===== src/rtl/interval_hist_reader_pkg.sv =====
// Shared pipeline package: histogram geometry and the reader FSM state type.
package interval_hist_reader_pkg;
  localparam int INTERVAL_SIZE = 8;
  localparam int PARA          = 8;

  typedef enum logic [1:0] {
    ST_IDLE = 2'd0,
    ST_SCAN = 2'd1,
    ST_DONE = 2'd2
  } state_e;
endpackage


===== src/rtl/interval_hist_reader.sv =====
// Histogram reader: snapshots per-bin counters on start, streams every bin out
// over a valid/ready handshake, and reports the argmax bin (lowest index wins
// ties) with a one-cycle done pulse.
module interval_hist_reader
  import interval_hist_reader_pkg::*;
#(
  parameter int interval_size = INTERVAL_SIZE,
  parameter int para          = PARA
) (
  input  logic                                  clk,
  input  logic                                  rst_n,
  input  logic                                  start_i,
  input  logic [interval_size-1:0][para-1:0]    interval_cnt_i,
  output logic                                  busy_o,
  output logic                                  bin_valid_o,
  input  logic                                  bin_ready_i,
  output logic [$clog2(interval_size)-1:0]      bin_idx_o,
  output logic [para-1:0]                       bin_cnt_o,
  output logic [interval_size-1:0]              mode_o,
  output logic [para-1:0]                       max_cnt_o,
  output logic                                  done_o
);

  localparam int IW = $clog2(interval_size);

  state_e                             state_q, state_d;
  logic [interval_size-1:0][para-1:0] snap_q, snap_d;
  logic [IW-1:0]                      idx_q, idx_d;
  logic [para-1:0]                    run_max_q, run_max_d;
  logic [interval_size-1:0]           run_mode_q, run_mode_d;
  logic [para-1:0]                    max_cnt_q, max_cnt_d;
  logic [interval_size-1:0]           mode_q, mode_d;

  logic                               hs, last, gt;
  logic [para-1:0]                    cur_cnt;
  logic [interval_size-1:0]           cur_oh;

  assign cur_cnt = snap_q[idx_q];
  assign hs      = (state_q == ST_SCAN) && bin_ready_i;
  assign last    = (idx_q == IW'(interval_size - 1));
  // Strictly greater: an equal later bin never displaces an earlier one.
  assign gt      = (cur_cnt > run_max_q);
  assign cur_oh  = {{(interval_size-1){1'b0}}, 1'b1} << idx_q;

  // Next-state, snapshot capture and running argmax.
  always_comb begin
    state_d    = state_q;
    snap_d     = snap_q;
    idx_d      = idx_q;
    run_max_d  = run_max_q;
    run_mode_d = run_mode_q;
    max_cnt_d  = max_cnt_q;
    mode_d     = mode_q;
    case (state_q)
      ST_IDLE: begin
        if (start_i) begin
          snap_d     = interval_cnt_i;
          idx_d      = '0;
          run_max_d  = '0;
          run_mode_d = '0;
          state_d    = ST_SCAN;
        end
      end
      ST_SCAN: begin
        if (hs) begin
          if (gt) begin
            run_max_d  = cur_cnt;
            run_mode_d = cur_oh;
          end
          if (last) begin
            // Publish the result so it is already valid while done_o is high.
            max_cnt_d = run_max_d;
            mode_d    = run_mode_d;
            idx_d     = '0;
            state_d   = ST_DONE;
          end else begin
            idx_d = idx_q + 1'b1;
          end
        end
      end
      ST_DONE: state_d = ST_IDLE;
      default: state_d = ST_IDLE;
    endcase
  end

  // State register; reset abandons any scan and clears the published result.
  always_ff @(posedge clk or negedge rst_n) begin
    if (!rst_n) begin
      state_q    <= ST_IDLE;
      snap_q     <= '0;
      idx_q      <= '0;
      run_max_q  <= '0;
      run_mode_q <= '0;
      max_cnt_q  <= '0;
      mode_q     <= '0;
    end else begin
      state_q    <= state_d;
      snap_q     <= snap_d;
      idx_q      <= idx_d;
      run_max_q  <= run_max_d;
      run_mode_q <= run_mode_d;
      max_cnt_q  <= max_cnt_d;
      mode_q     <= mode_d;
    end
  end

  assign busy_o      = (state_q != ST_IDLE);
  assign bin_valid_o = (state_q == ST_SCAN);
  assign done_o      = (state_q == ST_DONE);
  assign bin_idx_o   = idx_q;
  assign bin_cnt_o   = bin_valid_o ? cur_cnt : '0;
  assign mode_o      = mode_q;
  assign max_cnt_o   = max_cnt_q;

endmodule


===== config.mk =====
export PLATFORM = sky130hd
export DESIGN_NAME = interval_hist_reader
export DESIGN_NICKNAME = d
export VERILOG_FILES = /design/src/rtl/interval_hist_reader_pkg.sv /design/src/rtl/interval_hist_reader.sv
export SDC_FILE = /design/constraint.sdc
export NUM_CORES = 1
export LEC_CHECK = 0
export CAP_MARGIN = 20
export CORE_MARGIN = 5
export CORE_UTILIZATION = 47
export CTS_CLUSTER_SIZE = 30
export DETAILED_ROUTE_END_ITERATION = 8
export GPL_TIMING_DRIVEN = 0
export PLACE_DENSITY = 0.81
export SLEW_MARGIN = 5
export SYNTH_ARGS = -nofsm -noshare
export SYNTH_HDL_FRONTEND = slang
export SYNTH_SLANG_ARGS = --single-unit

===== constraint.sdc =====
create_clock -name clk -period 2.7 [get_ports clk]
set_input_delay 0.54 -clock clk [delete_from_list [all_inputs] [get_ports clk]]
set_output_delay 0.54 -clock clk [all_outputs]
set_load 0.1 [all_outputs]

# Yosys cells after proc, flatten, opt, wreduce, memory -nomap -nowiden
# Cells that the tools add are included.
# W data, S select, Z words.
[op_classes] add_sub_neg=1 n_lt_le_gt_ge=2 n_eq_ne=6 shifts=1 muxes=18 n_reduce_logical=8
[op_table] operator="$mux W8" count=7
[op_table] operator="$pmux W8 S2" count=2
[op_table] operator="$bmux W8 S3" count=1
[op_table] operator="$mux W3" count=3
[op_table] operator="$reduce_and A3 Y1" count=3
[op_table] operator="$gt A8 B8 Y1" count=1
[op_table] operator="$shl A1 B3 Y8 const A" count=1
[op_table] operator="$mux W2" count=3
[op_table] operator="$pmux W3 S2" count=1
[op_table] operator="$lt A3 B4 Y1 const B" count=1
[op_table] operator="$ne A2 B1 Y1 const B" count=2
[op_table] operator="$pmux W2 S2" count=1
[op_table] operator="$reduce_bool A2 Y1" count=2
[op_table] operator="$add A3 B1 Y3 const B" count=1
[op_table] operator="$eq A3 B3 Y1 const B" count=1
[op_table] operator="$eq A2 B1 Y1 const B" count=1
[op_table] operator="$eq A2 B2 Y1 const B" count=1
[op_table] operator="$logic_not A2 Y1" count=1
[op_table] operator="$ne A2 B2 Y1 const B" count=1
[op_table] operator="$reduce_and A2 Y1" count=1
[op_table] operator="$logic_and A1 B1 Y1" count=1
[word_totals] register_bits=101 input_bits=68 out_inout_bits=30

# Logic depth before layout (Yosys ltp)
# Gate-level depths: netlist of the first run.
[depth] depth_word=6 depth_mapped=13 depth_no_buf=10

# Worst setup path after synthesis of the first run
# No wires, ideal clock.
[synth_path] kind="reg2out" startpoint="register idx_q[0], in the netlist bin_idx_o[0]" endpoint="output bin_cnt_o[7]" arrival_time_ns=3.217 t_required_ns=2.160 setup_slack_ns=-1.057 stages_incl_launch_ff=7 n_path_buf=3 path_cell_list="dfrtp_1 > buf_4 > buf_6 > buf_6 > mux2i_1 > a221o_1 > nor2_1"
[synth_between] elab_chain_len=3
[synth_rtl] element="start, declared" line_no="interval_hist_reader.sv:28" source="logic [IW-1:0] idx_q, idx_d;"
[synth_rtl] element="start signal, assigned" line_no="interval_hist_reader.sv:99" source="idx_q <= idx_d;"
[synth_rtl] element="$bmux W8 S3" line_no="interval_hist_reader.sv:38" source="assign cur_cnt = snap_q[idx_q];"
[synth_rtl] element="$mux W8 (not written as such)" line_no="interval_hist_reader.sv:38"
[synth_rtl] element="$mux W8" line_no="interval_hist_reader.sv:111" source="assign bin_cnt_o = bin_valid_o ? cur_cnt : '0;"
[synth_rtl] element="end, declared" line_no="interval_hist_reader.sv:18" source="output logic [para-1:0] bin_cnt_o,"
# No other way between the ends. The select of a mux whose other input is x is not followed.

# Worst setup path in the final report of the first run
[layout_path] startpoint="register idx_q[0], in the netlist bin_idx_o[0]" endpoint="register run_mode_q[6]"
[layout_between] elab_chain_len=6 word_cells_on_any_way=7
[layout_rtl] element="$bmux W8 S3" line_no="interval_hist_reader.sv:38"
[layout_rtl] element="$mux W8 (not written as such)" line_no="interval_hist_reader.sv:38"
[layout_rtl] element="$gt A8 B8 Y1" line_no="interval_hist_reader.sv:42" source="assign gt = (cur_cnt > run_max_q);"
[layout_rtl] element="$mux W8 *" line_no="interval_hist_reader.sv:66" source="if (gt) begin"
[layout_rtl] element="$mux W8 *" line_no="interval_hist_reader.sv:65" source="if (hs) begin"
[layout_rtl] element="$pmux W8 S2 *" line_no="interval_hist_reader.sv:54" source="case (state_q)"
[layout_rtl] element="end signal, assigned" line_no="interval_hist_reader.sv:101" source="run_mode_q <= run_mode_d;"
[layout_rtl] element="end, declared" line_no="interval_hist_reader.sv:30" source="logic [interval_size-1:0] run_mode_q, run_mode_d;"
# Every way passes the cells marked *; elsewhere a longest branch is shown, timed or not. The select of a mux whose other input is x is not followed.
# A chain may end at the register's enable or synchronous reset.

==> reports/qor.yml, run 1 <==
routing:
  via_count: 4863
  routed_wl_mm: 16.2
  drtIter0Drc: 377
  vias_per_cell: 5.56
  drtAntennaViolNets: 0
  routedWlPerCell_um: 18.5
  drc: 0
  dr.pass1.iters: 5
critical_path:
  cp_common_cell: "buf_12"
  ff2ff_path_depth: 15
  crit_required_ns: 2.98
  worst-setup-path-type: "reg -> reg"
  startpoint_type: "flop"
  arrival_ns: 3.51
  regToRegStartpoint: "bin_idx_o[0]"
  reg2reg_slack_ns: -0.53
  slowest_delay_ns: 0.51
  worstReg2RegEnd: "run_mode_q[6]"
  path_cells: "buf_12, buf_12, mux2_2, o22ai_2, a221o_1, inv_2, ha_4, buf_4, a21oi_2, a211oi_4, buf_6, o21ai_4, buf_12, buf_12, mux2i_1"
  critPathCaptureType: "flop"
  slowest_stage: "dfrtp_4"
  cp_max_fo: 6
clock_tree:
  cts_tree: "built"
  cts.sinks: 101
  clock_path_buffers: 2
  cts_root_buffer: "clkbuf_8"
  clk_pin_slew_ns: 0.10
  clkLatencyLatePin_ns: 0.37
  cts_made_buffers: 9
  cts_htree_levels: 3
yosys:
  syn_nets: 653
  synth_cell_type_count: 43
  synth_area_sq_um: 5130
  ys_seq_area_share_pct: 49.3
  avgSynthCellArea_sq_um: 8.99
  ys_ff_latch: 101
  async_flop_share_pct: 100
  syn_inst: 571
  synth_ff_type: "dfrtp_1"
  ys_warn_count: 0
  synth-edff-count: 0
sta:
  min_period_over_period_pct: 119
  skew_ns: 0.0128
  layout_setup_ws_ns: -0.526
  hold_viol: 0
  period_minus_slack_ns: 3.23
  max_slew_margin_pct: 31.7
  fmax_ghz: 0.310
  worstMarginPinSlew_ns: 1.02
  setup_violations: 39
  maxSlewViolCount: 0
  rsz0062_at_grt: "yes"
die:
  rows: 38
  coreArea_sq_um: 10800
  initial_utilization_pct: 47.5
  die_x_um: 114
  io_pins: 98
  die_h_um: 114
  die-area_sq_um: 13100
finish:
  seq_area_sq_um: 2540
  nets: 811
  final_cell_mix: "nand2_1 (236), dfrtp_1 (98), clkdlybuf4s50_1 (87)"
  multi_input_area_sq_um: 2730
  fillCellCount: 769
  final_common_cell: "nand2_1"
  n_antenna_cell: 0
  area_delta_synth_final_pct: 45.9
  drive_gt1_share_pct: 23.3
  design_area_sq_um: 7490
  final_util_pct: 69.4
outcome:
  status: "finished, violations left"
  violations: "setup timing"
global_route:
  grt_pass1_vias: 4988
  grt_overflow: 0
  grt_start_max_net_pins: 71
  grt_util_all_layers_pct: 23.9
  grt_antenna_before_repair: 0
  grt_pass1_wl_mm: 24.6
placement:
  dpl.hpwl_mm: 10.1
  port_buffers: 97
  dpl_cell_area_sq_um: 6460
  place.gp.congestion: 0.858
  post-place-ws_ns: -0.761
worst_hold_path:
  hp-class: "in -> async"
flow_run:
  cap_violations: 0
-- per-layer routing --
layer  up-vias  wire, um  part of all wire, %  track usage [%]
li1       2211         -                    -                -
met1      2305      6050                   37             29.4
met2       270      8020                   50             41.1
met3        77      1150                  7.1             4.39
met4         0       938                  5.8             9.90
met5         -         0                    0                0
-- worst max-delay path by stage --
stage                               end    startpoint  slack (ns)
after floorplan            run_max_q[0]  bin_idx_o[0]       -0.42
after global placement     bin_idx_o[0]         rst_n       -3.22
after detailed placement  run_mode_q[5]  bin_idx_o[2]       -0.76
after CTS                  run_max_q[6]  bin_idx_o[0]       -0.36
after global routing      run_mode_q[6]  bin_idx_o[0]       -0.57
final                     run_mode_q[6]  bin_idx_o[0]       -0.53
-- state kept, by name, indices dropped and copies added (netlist names) --
| signal | cells |
|---|---|
| run_mode_q | 8 |
| bin_idx_o | 3 |
| run_max_q | 8 |
| snap_q | 64 |
| state_q | 2 |
| mode_o | 8 |
| max_cnt_o | 8 |
-- final cells by class --
type	count	area share, %
Clock buffer	11	1.75
Clock inverter	5	0.468
Multi-Input combinational cell	418	36.5
Inverter	22	1.10
Timing Repair Buffer	148	21.0
Tap cell	140	2.34
Buffer	29	3.01
Sequential cell	101	33.9
-- worst max-delay path, delay by kind of cell (launching register included) --
kind	cells	cell delay, ns
AO/OA/AOI/OAI	5	0.96
buffers and inverters	7	0.93
flip-flops	1	0.51
multiplexers	2	0.50
adder cells (fa/ha/maj)	1	0.23
-- kinds of logic (layout without fill, tap and decap cells) --
logic type	after synthesis	count (layout)	share of synthesized area [%]
flip-flops	101	101	49.3
buffers and inverters	53	215	5.00
AO/OA/AOI/OAI	69	69	9.97
AND/OR/NAND/NOR	287	288	22.4
multiplexers	47	47	10.0
adder cells (fa/ha/maj)	14	14	3.41
-- Yosys cell counts (2+ instances only) --
library cell,count,area (sq um)
dfrtp_1,101,2530
a41oi_1,7,61.3
inv_1,20,75.1
buf_6,3,33.8
buf_2,5,25.0
and2_1,2,12.5
buf_4,3,22.5
clkbuf_1,15,56.3
o21ai_0,2,10.0
a31oi_1,7,43.8
mux2_2,14,158
o22ai_1,7,43.8
nor2_1,22,82.6
mux4_2,2,45.0
o21bai_1,6,45.0
nand2b_1,2,12.5
a221o_1,7,70.1
ha_1,14,175
a21oi_1,16,80.1
buf_1,3,11.3
nor2b_1,2,12.5
a22o_1,2,17.5
o31ai_1,9,67.6
nand2_1,237,890
mux2i_1,31,310
nor3_1,15,75.1
-- metrics by stage --
stage / std cells / hold slack [ns] / setup TNS (ns)
after floorplan: 571 / 0.244 / -12.25
after global placement: 808 / 0.454 / -281.06
after detailed placement: 809 / 0.457 / -25.33
after CTS: 866 / 0.118 / -10.08
after global routing: 874 / 0.137 / -15.94
final: 874 / 0.106 / -13.95
-- what timing repair did --
item | in CTS | in global routing
cloned | 6 | 1
setup buffers | 37 | 12
pin swaps | 31 | 18
hold buffers | 0 | 0
endpoints found under the hold margin | 0 | 0
gates resized for setup | 136 | 28
setup endpoints to repair | 41 | 41
Power of run 1 is left out: the tool's default activity adds up to more than one toggle a clock period on the data nets, which glitch-free logic cannot reach.
==> run 2: changes to the inputs <==
--- a/config.mk
+++ b/config.mk
@@ -7,11 +7,11 @@
 export LEC_CHECK = 0
 export CAP_MARGIN = 20
 export CORE_MARGIN = 5
-export CORE_UTILIZATION = 47
+export CORE_UTILIZATION = 52
 export CTS_CLUSTER_SIZE = 30
 export DETAILED_ROUTE_END_ITERATION = 8
 export GPL_TIMING_DRIVEN = 0
-export PLACE_DENSITY = 0.81
+export PLACE_DENSITY = 0.85
 export SLEW_MARGIN = 5
 export SYNTH_ARGS = -nofsm -noshare
 export SYNTH_HDL_FRONTEND = slang
==> constraint.sdc (replaced) <==
create_clock -name clk -period 3.1 [get_ports clk]
set_input_delay 0.62 -clock clk [delete_from_list [all_inputs] [get_ports clk]]
set_output_delay 0.62 -clock clk [all_outputs]
set_load 0.1 [all_outputs]
==> reports/qor.yml, run 2 (synthesis gave the netlist of run 1 again) <==
outcome:
  status: "finished, violations left"
  violations: "setup timing"
finish:
  design_area_sq_um: 6970
  area_delta_synth_final_pct: 35.7
  largest-register: "snap_q"
  nets: 784
  seq_area_sq_um: 2540
  fillCellCount: 677
  multi_input_area_sq_um: 2550
  drive_gt1_share_pct: 17.8
  n_antenna_cell: 0
  fin_cells: 840
  final_cell_mix: "nand2_1 (236), dfrtp_1 (98), clkdlybuf4s50_1 (88)"
  final_common_cell: "nand2_1"
  largest_reg_flops: 64
die:
  rows: 36
  die-area_sq_um: 12000
  io_pins: 98
  die_x_um: 109
  initial_utilization_pct: 53.0
  die_h_um: 109
  coreArea_sq_um: 9680
clock_tree:
  clock_path_buffers: 2
  cts_made_buffers: 9
  clk_pin_slew_ns: 0.11
  cts.sinks: 101
  cts_root_buffer: "clkbuf_8"
  cts_tree: "built"
  clkLatencyLatePin_ns: 0.38
  cts_htree_levels: 3
routing:
  drtIter0Drc: 269
  routed_wl_mm: 14.1
  drtAntennaViolNets: 0
  vias_per_cell: 5.38
  dr.pass1.iters: 4
  drc: 0
  routedWlPerCell_um: 16.8
  via_count: 4523
sta:
  period_minus_slack_ns: 3.14
  layout_setup_ws_ns: -0.0405
  holdWs_ns: 0.172
  rsz0062_at_grt: "yes"
  min_period_over_period_pct: 101
  fin_tns_setup_ns: -0.164
  setup_violations: 9
  worstMarginPinSlew_ns: 0.991
  skew_ns: 0.0133
  fmax_ghz: 0.318
  hold_viol: 0
  max_slew_margin_pct: 33.7
  maxSlewViolCount: 0
placement:
  port_buffers: 97
  placedCellCount: 802
  place.gp.congestion: 0.870
  dpl.hpwl_mm: 10.0
  dpl_cell_area_sq_um: 6430
global_route:
  grt_overflow: 0
  grt_util_all_layers_pct: 24.0
  grt_pass1_wl_mm: 22.4
  grt_antenna_before_repair: 0
  grt_pass1_vias: 4700
  grt_start_max_net_pins: 71
critical_path:
  worstReg2RegEnd: "mode_o[0]"
  worst-setup-path-type: "reg -> reg"
  crit_required_ns: 3.38
  arrival_ns: 3.43
  ff2ff_path_depth: 11
  startpoint_type: "flop"
  regToRegStartpoint: "bin_idx_o[0]"
  reg2reg_slack_ns: -0.04
  critPathCaptureType: "flop"
  cp_max_fo: 8
worst_hold_path:
  hp-class: "in -> async"
flow_run:
  cap_violations: 0
## run 2: what timing repair did
| item | CTS | global route |
|---|---|---|
| setup endpoints to repair | 40 | 33 |
| pin swaps | 5 | 9 |
| hold buffers | 0 | 0 |
| cloned | 2 | 1 |
| gates resized for setup | 56 | 20 |
| buffers inserted | 11 | 11 |
## run 2: how the worst max path moves through the flow
stage / to / start / cells past startpoint
2_1_floorplan: run_max_q[0] / bin_idx_o[0] / 13
3_3_place_gp: bin_idx_o[2] / rst_n / 1
3_5_place_dp: run_max_q[6] / bin_idx_o[2] / 11
4_1_cts: run_max_q[5] / bin_idx_o[0] / 14
5_1_grt: run_max_q[2] / bin_idx_o[0] / 13
6_report: mode_o[0] / bin_idx_o[0] / 11
## run 2: layer usage
layer	part of all wire (%)	vias to the layer above	global-route usage (%)
li1	-	2159	-
met4	2.9	0	11.5
met3	4.6	30	2.52
met5	0	-	0
met1	41	2186	30.5
met2	52	148	41.0
## run 2: cell type report
class | instances | area share (%)
multi-input cells | 417 | 36.6
flip-flops and latches | 101 | 36.4
repair buffers | 123 | 17.7
plain buffers | 28 | 2.60
well taps | 133 | 2.39
clock buffers | 9 | 1.78
clock inverters | 7 | 1.29
inverters | 22 | 1.19
## run 2: worst max-delay path, stage by stage (launching register included)
cell and delay (ns):
dfrtp_4 0.57, clkbuf_16 0.19, mux2_4 0.29, o22ai_2 0.13
a221o_1 0.29, inv_2 0.11, ha_4 0.30, nand2_1 0.07
o21a_2 0.29, a41oi_2 0.43, o21bai_1 0.11, a41oi_1 0.25
## run 2: metrics by stage
stage          worst slack (ns)  utilization (%)
4_1_cts                 0.00106             70.3
6_report                -0.0405             71.9
5_1_grt                 -0.0992             71.9
3_5_place_dp             -0.417             66.4
3_3_place_gp              -2.79             66.2
2_1_floorplan           -0.0218                -
Power of run 2 is left out for the same reason.
==> run 3: changes to the inputs <==
--- a/config.mk
+++ b/config.mk
@@ -7,11 +7,12 @@
 export LEC_CHECK = 0
 export CAP_MARGIN = 20
 export CORE_MARGIN = 5
-export CORE_UTILIZATION = 52
+export CORE_UTILIZATION = 54
+export CTS_BUF_LIST = sky130_fd_sc_hd__clkbuf_4
 export CTS_CLUSTER_SIZE = 30
 export DETAILED_ROUTE_END_ITERATION = 8
 export GPL_TIMING_DRIVEN = 0
-export PLACE_DENSITY = 0.85
+export PLACE_DENSITY = 0.88
 export SLEW_MARGIN = 5
 export SYNTH_ARGS = -nofsm -noshare
 export SYNTH_HDL_FRONTEND = slang
==> reports/qor.yml, run 3 (synthesis gave the netlist of run 1 again) <==
outcome:
  status: "finished, final reports clean"
finish:
  final_common_cell: "nand2_1"
  seq_area_sq_um: 2540
  largest_reg_flops: 64
  n_antenna_cell: 0
  area_delta_synth_final_pct: 35.1
  largest-register: "snap_q"
  nets: 785
  fin_cells: 837
  multi_input_area_sq_um: 2610
  final_cell_mix: "nand2_1 (236), dfrtp_1 (98), clkdlybuf4s50_1 (87)"
  final_util_pct: 75.0
  fillCellCount: 608
  drive_gt1_share_pct: 18.5
clock_tree:
  holdBufCountCts: 0
  cts_root_buffer: "clkbuf_4"
  cts.sinks: 101
  clock_path_buffers: 2
  cts_tree: "built"
  cts_htree_levels: 3
  clk_pin_slew_ns: 0.16
  clkLatencyLatePin_ns: 0.46
  cts_made_buffers: 9
sta:
  layout_setup_ws_ns: 0.0139
  maxSlewViolCount: 0
  worstMarginPinSlew_ns: 0.984
  hold_viol: 0
  max_slew_margin_pct: 34.2
  skew_ns: 0.0210
  period_minus_slack_ns: 3.09
  setup_violations: 0
  fmax_ghz: 0.324
  min_period_over_period_pct: 99.6
  rsz0062_at_grt: "yes"
routing:
  dr.pass1.iters: 6
  drtAntennaViolNets: 0
  routedWlPerCell_um: 17.8
  drtIter0Drc: 335
  via_count: 4749
  routed_wl_mm: 14.9
  vias_per_cell: 5.67
  drc: 0
critical_path:
  regToRegStartpoint: "bin_idx_o[0]"
  worst-path-buf-inv: 2
  crit_start: "bin_idx_o[0]"
  critPathTopFamily: "compound AO/OA/AOI/OAI gates"
  worst-setup-path-type: "reg -> reg"
  critPathCaptureType: "flop"
  reg2reg_slack_ns: 0.01
  arrival_ns: 3.42
  crit_required_ns: 3.43
  slowest_stage: "dfrtp_4"
  startpoint_type: "flop"
  path_cells: "clkbuf_16, mux2_4, o22ai_1, a221o_2, inv_2, ha_4, nand2_1, nor2_1, nor3_1, a31oi_2, a41oi_2"
  slowest_delay_ns: 0.59
  cp_max_fo: 8
die:
  initial_utilization_pct: 55.5
  io_pins: 98
  die_x_um: 107
  rows: 35
  die_h_um: 107
  coreArea_sq_um: 9240
  die-area_sq_um: 11600
worst_hold_path:
  hp-class: "in -> async"
global_route:
  grt_overflow: 0
  grt_pass1_wl_mm: 23.8
  grt_start_max_net_pins: 58
  grt_util_all_layers_pct: 26.0
  grt_antenna_before_repair: 0
  grt_pass1_vias: 4927
placement:
  dpl.hpwl_mm: 10.1
  place.gp.congestion: 0.888
  port_buffers: 97
  post-place-ws_ns: -0.397
  placedCellCount: 798
flow_run:
  cap_violations: 0
run 3: changes by cell type in the layout (fill, tap and decap cells not counted), sizes merged:
cell,previous run,this run
dlygate4sd2,0,1
clkdlybuf4s50,88,87
buf,40,44
bufbuf,1,0
inv,24,22
run 3: per-layer routing:
layer  vias to the layer above  track usage (%)  routed length, um
met1                      2298             32.1               5730
met4                         0             13.6                588
li1                       2155                -                  -
met5                         -                0                  0
met3                        47             3.36               1040
met2                       249             44.5               7520
run 3: metrics by stage:
stage,area [sq um],hold slack (ns),TNS (ns)
after floorplan,5270,0.324,-0.247
after global placement,6400,0.452,-227.05
after detailed placement,6430,0.459,-11.46
after CTS,6730,0.161,-0.0247
after global routing,6930,0.199,-0.877
final,6930,0.149,0
run 3: what timing repair did:
action / CTS / global route
buffers inserted: 16 / 8
endpoints found under the setup margin: 41 / 39
endpoints found under the hold margin: 0 / 0
pin swaps: 5 / 7
resized for setup: 55 / 35
cloned: 1 / 1
run 3: final cells by class:
class                           count  area share, %
Tap cell                          129           2.33
Inverter                           22           1.19
Buffer                             28           2.71
Clock buffer                       11           1.19
Multi-Input combinational cell    417           37.6
Sequential cell                   101           36.6
Timing Repair Buffer              124           17.7
Clock inverter                      5          0.758
run 3: path summary, 6_finish.rpt:
check	depth (start not counted)	endpoint
setup / recovery	11	mode_o[0]
hold / removal	1	max_cnt_o[0]
setup reg to reg	11	mode_o[0]
hold reg to reg	2	max_cnt_o[1]
max in group asynchronous	2	bin_idx_o[2]
min in group clk	2	max_cnt_o[1]
Power of run 3 is left out for the same reason.
